### src/rtl/decade_timer_ctrl_if.sv
// Command/status bundle for decade_timer_ctrl: the master issues commands and
// a BCD target, the slave (the timer) returns count, state, busy and done.
interface decade_timer_ctrl_if #(
    parameter int DIGITS = 2
);
    logic                  start;
    logic                  stop;
    logic                  clr;
    logic                  tick;
    logic [4*DIGITS-1:0]   target;
    logic [4*DIGITS-1:0]   count;
    logic [1:0]            state;
    logic                  busy;
    logic                  done;

    modport master (
        output start, stop, clr, tick, target,
        input  count, state, busy, done
    );

    modport slave (
        input  start, stop, clr, tick, target,
        output count, state, busy, done
    );
endinterface

### src/rtl/decade_timer_ctrl.sv
// Programmable BCD decade timer sequencing cascaded MOD-10 digits.
// Optional macro AUTO_RELOAD_EN: terminal tick reloads zero and stays in RUN.
module decade_timer_ctrl #(
    parameter int DIGITS = 2
) (
    input  logic                  i_clk,
    input  logic                  i_rst_n,
    decade_timer_ctrl_if.slave    bus
);
    localparam int W = 4 * DIGITS;

    localparam logic [1:0] S_IDLE  = 2'b00;
    localparam logic [1:0] S_RUN   = 2'b01;
    localparam logic [1:0] S_PAUSE = 2'b10;
    localparam logic [1:0] S_DONE  = 2'b11;

    logic [1:0]   r_state;
    logic [W-1:0] r_count;
    logic [W-1:0] r_target;
    logic         r_done;

    logic [1:0]   w_state_nxt;
    logic [W-1:0] w_count_nxt;
    logic [W-1:0] w_target_nxt;
    logic         w_done_nxt;
    logic [W-1:0] w_count_inc;

    // Ripple-carry BCD increment; all-9s wraps to all-0s.
    function automatic logic [W-1:0] bcd_inc(input logic [W-1:0] v);
        logic [W-1:0] res;
        logic [3:0]   dig;
        logic         carry;
        res   = v;
        carry = 1'b1;
        for (int d = 0; d < DIGITS; d++) begin
            dig = v[4*d +: 4];
            if (carry) begin
                if (dig >= 4'd9) begin
                    dig = 4'd0;
                end else begin
                    dig   = dig + 4'd1;
                    carry = 1'b0;
                end
            end
            res[4*d +: 4] = dig;
        end
        return res;
    endfunction

    function automatic logic [W-1:0] bcd_clamp(input logic [W-1:0] v);
        logic [W-1:0] res;
        for (int d = 0; d < DIGITS; d++) begin
            res[4*d +: 4] = (v[4*d +: 4] > 4'd9) ? 4'd9 : v[4*d +: 4];
        end
        return res;
    endfunction

    assign w_count_inc = bcd_inc(r_count);

    always_ff @(posedge i_clk) begin
        if (!i_rst_n) begin
            r_state  <= S_IDLE;
            r_count  <= '0;
            r_target <= '0;
            r_done   <= 1'b0;
        end else begin
            r_state  <= w_state_nxt;
            r_count  <= w_count_nxt;
            r_target <= w_target_nxt;
            r_done   <= w_done_nxt;
        end
    end

    // Priority CLR > STOP > START > TICK is encoded by the if/else ordering.
    always_comb begin
        w_state_nxt  = r_state;
        w_count_nxt  = r_count;
        w_target_nxt = r_target;
        w_done_nxt   = 1'b0;
        if (bus.clr) begin
            w_state_nxt = S_IDLE;
            w_count_nxt = '0;
        end else begin
            case (r_state)
                S_IDLE, S_DONE: begin
                    if (bus.start) begin
                        w_target_nxt = bcd_clamp(bus.target);
                        w_count_nxt  = '0;
                        w_state_nxt  = S_RUN;
                    end
                end
                S_RUN: begin
                    if (bus.stop) begin
                        w_state_nxt = S_PAUSE;
                    end else if (bus.tick) begin
                        w_count_nxt = w_count_inc;
                        if (w_count_inc == r_target) begin
                            w_done_nxt = 1'b1;
`ifdef AUTO_RELOAD_EN
                            w_count_nxt = '0;
`else
                            w_state_nxt = S_DONE;
`endif
                        end
                    end
                end
                S_PAUSE: begin
                    if (bus.start) begin
                        w_state_nxt = S_RUN;
                    end
                end
                default: w_state_nxt = S_IDLE;
            endcase
        end
    end

    always_comb begin
        bus.count = r_count;
        bus.state = r_state;
        bus.busy  = (r_state == S_RUN) || (r_state == S_PAUSE);
        bus.done  = r_done;
    end
endmodule

### src/flat_wrapper.sv
// flat-port wrapper written by rule: the top's interface ports become plain ports
module decade_timer_ctrl_flat 
#(
    parameter int DIGITS = 2
)
  (i_clk, i_rst_n, bus_start, bus_stop, bus_clr, bus_tick, bus_target, bus_count, bus_state, bus_busy, bus_done);
  decade_timer_ctrl_if #(.DIGITS(DIGITS)) bus_i ();
  input  logic i_clk;
  input  logic i_rst_n;
  input wire logic [$bits(bus_i.start)-1:0] bus_start;
  input wire logic [$bits(bus_i.stop)-1:0] bus_stop;
  input wire logic [$bits(bus_i.clr)-1:0] bus_clr;
  input wire logic [$bits(bus_i.tick)-1:0] bus_tick;
  input wire logic [$bits(bus_i.target)-1:0] bus_target;
  output wire logic [$bits(bus_i.count)-1:0] bus_count;
  output wire logic [$bits(bus_i.state)-1:0] bus_state;
  output wire logic [$bits(bus_i.busy)-1:0] bus_busy;
  output wire logic [$bits(bus_i.done)-1:0] bus_done;
  assign bus_i.start = bus_start;
  assign bus_i.stop = bus_stop;
  assign bus_i.clr = bus_clr;
  assign bus_i.tick = bus_tick;
  assign bus_i.target = bus_target;
  assign bus_count = bus_i.count;
  assign bus_state = bus_i.state;
  assign bus_busy = bus_i.busy;
  assign bus_done = bus_i.done;
  decade_timer_ctrl #(.DIGITS(DIGITS)) u_core (.i_clk(i_clk), .i_rst_n(i_rst_n), .bus(bus_i));
endmodule
### config.mk
export PLATFORM = sky130hd
export DESIGN_NAME = decade_timer_ctrl_flat
export DESIGN_NICKNAME = d
export VERILOG_FILES = /design/src/rtl/decade_timer_ctrl_if.sv /design/src/rtl/decade_timer_ctrl.sv /design/src/flat_wrapper.sv
export SDC_FILE = /design/constraint.sdc
export NUM_CORES = 1
export LEC_CHECK = 0
export ABC_AREA = 1
export BUFFER_PORTS_ARGS = -buffer_cell sky130_fd_sc_hd__buf_4
export CAP_MARGIN = 20
export CORE_ASPECT_RATIO = 1.5
export CORE_MARGIN = 4
export CORE_UTILIZATION = 50
export CTS_BUF_LIST = sky130_fd_sc_hd__clkbuf_8
export DETAILED_ROUTE_END_ITERATION = 6
export PLACE_DENSITY = 0.78
export SLEW_MARGIN = 40
export SYNTH_ARGS = -nofsm -noshare
export SYNTH_HDL_FRONTEND = slang
export SYNTH_SLANG_ARGS = --single-unit
### constraint.sdc
create_clock -name i_clk -period 1.9 [get_ports i_clk]
set_input_delay 0 -clock i_clk [delete_from_list [all_inputs] [get_ports i_clk]]
set_output_delay 0 -clock i_clk [all_outputs]
set_load 0.02 [all_outputs]
==> Yosys cells after proc, flatten, opt, wreduce, memory -nomap -nowiden <==
Index checks and enable logic that the tools add are counted.
{ "totals": {"in_bits": 14, "regBits": 19, "elab_cells": 50, "output_inout_bits": 12} }
{ "op_classes": {"eq_ne": 10, "reduce_logical": 10, "add_sub_neg": 2, "mux": 16, "bitwise": 4, "order_cmp": 4} }
{ "op_table": {"columns": ["cell", "count"], "rows": [
  ["8-bit 2-to-1 mux", 3],
  ["4-bit 2-to-1 mux", 5],
  ["8-bit case mux with 2 select lines", 1],
  ["4-bit by 1-bit adder with 4-bit output, second input constant", 2],
  ["8-bit == test", 1],
  ["4-bit greater-or-equal comparator, second input constant", 2],
  ["4-bit greater-than comparator, second input constant", 2],
  ["2-bit 2-to-1 mux", 4],
  ["2-bit inequality test, second input constant", 3],
  ["3-bit AND reduction", 2],
  ["5-bit OR reduction", 1],
  ["2-bit == test, second input constant", 2],
  ["1-bit NOT", 4],
  ["2-bit case mux with 2 select lines", 1],
  ["4-bit AND reduction", 1],
  ["2-bit OR reduction", 2],
  ["3-bit by 2-bit inequality test with 1-bit output, second input constant", 1],
  ["3-bit inequality test, second input constant", 1],
  ["3-bit OR reduction", 1],
  ["2-bit by 1-bit == test with 1-bit output, second input constant", 1],
  ["2-bit logical NOT", 1],
  ["1-bit 2-to-1 mux", 2],
  ["2-bit by 1-bit inequality test with 1-bit output, second input constant", 1],
  ["2-bit nonzero test", 1],
  ["1-bit logical OR", 1]
]} }

==> Logic depth before layout (Yosys ltp) <==
{ "depth": {"word_depth": 8, "depth_mapped": 17, "depth_no_buf": 17} }

==> Worst setup path before layout <==
No wires, ideal clock.
{ "synth_timing": {"path_kind": "flip-flop to flip-flop", "start": "register u_core.r_count[1], in the netlist u_core.bus.count[1]", "end": "register u_core.r_state[1], in the netlist u_core.bus.state[1]", "stages_incl_launch_ff": 18, "required_time_ps": 1781, "synth_period_minus_slack_ps": 1935, "path_slack_ps": -35, "setup_time_ps": 119, "path_buffers": 1, "t_arrival_ps": 1816, "path_cell_list": "dfxtp_1 -> inv_1 -> ha_1 -> nor2_2 -> nand2_2 -> nand2_4 -> buf_6 -> nand2_2 -> nand2_1 -> nand2_1 -> nor2_1 -> nand2_1 -> nor2_2 -> nand3_2 -> nand2_2 -> nand2_1 -> nand2_1 -> a21oi_2"} }
{ "synth_between": {"elab_chain_len": 6, "word_cells_on_any_way": 8, "classes_between": "add/sub: 1; order compare: 1; eq/ne: 2; mux: 3; reduce/logical: 1"} }
{ "synth_rtl": {"columns": ["element", "line", "rtl"], "rows": [
  ["from (decl)", "decade_timer_ctrl.sv:18", "logic [W-1:0] r_count;"],
  ["from (signal assigned)", "decade_timer_ctrl.sv:68", "r_count <= w_count_nxt;"],
  ["4-bit greater-or-equal comparator", "decade_timer_ctrl.sv:38", "if (dig >= 4'd9) begin"],
  ["1-bit 2-to-1 mux", "decade_timer_ctrl.sv:38", null],
  ["4-bit 2-to-1 mux", "decade_timer_ctrl.sv:37", "if (carry) begin"],
  ["8-bit == test *", "decade_timer_ctrl.sv:97", "if (w_count_inc == r_target) begin"],
  ["3-bit by 2-bit inequality test with 1-bit output (no source line) *", null, null],
  ["3-bit AND reduction (no source line) *", null, null],
  ["to (signal assigned)", "decade_timer_ctrl.sv:67", "r_state <= w_state_nxt;"],
  ["to (decl)", "decade_timer_ctrl.sv:17", "logic [1:0] r_state;"]
]} }
Every way passes the cells marked *; elsewhere a longest branch is shown, timed or not.
A chain may end at the register's enable or synchronous reset.

==> Worst setup path in the final report <==
Ends and elaborated chain as after synthesis.

==> out/qor.yml <==
synth_common_cells: "nand2_1, inv_1, dfxtp_1"
clock.fmax_mhz: 558
worstPathMaxFanout: 6
outcome: "finished, violations left"
finalCritPeriodShare_pct: 94.4
arrival_ps: 1950
cp-end-kind: "flop"
cts_tree: "built"
cts_root_buffer: "clkbuf_8"
syn_area_um2: 1160
cp-start-kind: "flop"
ir_drop_mv: 0.430
tightestPinTransition_ps: 362
portBuffers: 25
startpoint: "u_core.bus.count[1]$_SDFFE_PP0P_"
hold_ws_ps: -4.56
p_leak_nw: 0.775
drt_pass1_iterations: 4
hpwl_um: 2050
grt_max_degree: 11
wire_per_inst_um: 12.0
syn-num-nets: 189
dieWidth_um: 47.3
core_um2: 2230
synth_top_flop_cell: "dfxtp_1"
fillers: 180
final-setup-viol-count: 0
synth.most_common_cell: "nand2_1"
start_util_pct: 51.9
grt_pass1_vias: 1164
path_clk_slew_ps: 70
via_count: 1237
rsz0062_at_grt: "yes"
slew_viol_final: 0
antenna_found_initial: 0
clockBufferDepth: 2
ys_seq_elements: 19
htreeDepth: 1
reg2reg_depth: 17
post-place-ws_ps: -19.6
violations: "hold timing"
crit_end: "u_core.bus.state[1]$_SDFFE_PP0P_"
diodes: 0
drcViolationCount: 0
layout-drive-gt1-share_pct: 33.2
final_hold_viol_count: 1
reg2reg_slack_ps: 110
syn_area_per_cell_um2: 6.90
grt_usage_pct: 20.1
maxCapViolations: 0
seq_area_um2: 385
power_mw: 0.830
postSynth.asyncResetShare_pct: 0
r2r-start: "u_core.bus.count[1]$_SDFFE_PP0P_"
cts_sinks: 19
rows: 21
tns_ps: 0
nets: 233
fin_crit_ps: 1790
yosys_warnings: 0
multi_input_area_um2: 766
ys_types: 23
pin_count: 26
viasPerCell: 5.29
slew_headroom_pct: 75.8
power_density_nw_per_um2: 514
setup_slack_ps: 107
critPathKind: "flop to flop"
syn_inst: 168
skew_ps: 3.10
dieArea_um2: 3170
numCtsBuffers: 3
synth_area_leaders: "dfxtp_1, nand2_1, ha_1"
rr_endpoint: "u_core.bus.state[1]$_SDFFE_PP0P_"
area_growth_pct: 39.2
yosysTopAreaCellShare_pct: 32.8
yosysSeqAreaShare_pct: 32.8
placedCellCount: 221
gp_congestion: 0.828
hold_class: "primary input to flop"
fp.dieH_um: 67.0
drt_iter0_markers: 24
grt_first_pass_wirelength_um: 4670
routed_wl_um: 2810
yosysTopAreaCell: "dfxtp_1"
insertion_delay_ps: 260
synth_edf_count: 0
critPathRequiredTime_ps: 2050
drtAntennaViolNets: 0
overflow: 0
fin_cells: 234
layer usage:
metal | track usage [%] | part of all wire (%) | vias up
met4 | 11.1 | 2.8 | 0
met3 | 2.97 | 3.9 | 9
met2 | 35.7 | 54 | 30
met1 | 21.1 | 39 | 566
met5 | 0 | 0 | -
li1 | - | - | 632
placed cells by master, fill, tap and decap left out, drive strengths merged:
master	instances
a211oi	2
a21oi	15
a32oi	3
buf	38
clkbuf	3
clkinv	2
dfxtp	19
dlygate4sd3	1
ha	7
inv	21
nand2	51
nand3	16
nand3b	3
nor2	17
nor4	1
o211ai	1
o21ai	6
or2	1
xor2	4
registers in the layout (all words and copies together), names as in the netlist:
signal            count
u_core.bus.count      8
u_core.bus.done       1
u_core.bus.state      2
u_core.r_target       8
critical path: stages (launching register included):
cell,delay (ps)
dfxtp_2,330
inv_2,60
ha_4,160
nor2_4,90
nand2_4,80
nand2_4,100
buf_6,110
nand2_2,40
nand2_1,50
nand2_1,40
nor2_1,90
nand2_1,60
nor2_2,100
nand3_2,100
nand2_2,90
nand2_2,60
nand2_2,60
a21oi_2,40
where the power goes:
part / total [mW] / switching [mW] / internal, mW
Clock: 0.284 / 0.140 / 0.144
Sequential: 0.417 / 0.00866 / 0.409
Combinational: 0.129 / 0.0711 / 0.0578
Total: 0.830 / 0.219 / 0.611
worst min path at each step:
stage          slack, ps                         endpoint     startpoint  depth (start not counted)
3_3_place_gp         190       u_core.bus.done$_SDFF_PP0_       bus_stop                          2
3_5_place_dp         200       u_core.bus.done$_SDFF_PP0_       bus_stop                          2
4_1_cts                2  u_core.r_target[0]$_SDFFE_PN0P_        i_rst_n                          3
2_1_floorplan         80       u_core.bus.done$_SDFF_PP0_       bus_stop                          1
6_report              -5  u_core.r_target[0]$_SDFFE_PN0P_        i_rst_n                          3
5_1_grt               20  u_core.r_target[2]$_SDFFE_PN0P_  bus_target[2]                          3
stage by stage:
stage	util, %	area [µm²]
6_report	72.3	1610
3_3_place_gp	63.2	1410
3_5_place_dp	63.2	1410
5_1_grt	72.3	1610
2_1_floorplan	-	1160
4_1_cts	68.6	1530
kinds of logic after synthesis:
family / count (synthesis) / synth area share, %
xor gates and xnor gates: 4 / 3.02
AOI/OAI and AO/OA: 27 / 14.3
and+or+nand+nor: 88 / 34.2
buffers and inverters: 23 / 8.09
adders and majority gates: 7 / 7.55
DFF: 19 / 32.8
final cells by class:
type | count | share of cell area, %
multi-input cells | 127 | 47.4
well taps | 23 | 1.78
inverters | 22 | 5.12
clock buffers | 3 | 2.56
clock inverters | 1 | 0.233
flip-flops and latches | 19 | 23.9
repair buffers | 39 | 19.0
timing repair:
item	CTS	global route
buffers inserted	5	2
hold buffers	1	0
endpoints found under the hold margin	1	0
pin swaps	6	10
endpoints found under the setup margin	2	3
resized for setup	8	15
gates cloned	1	0
Power figures use the tool's default switching activity.
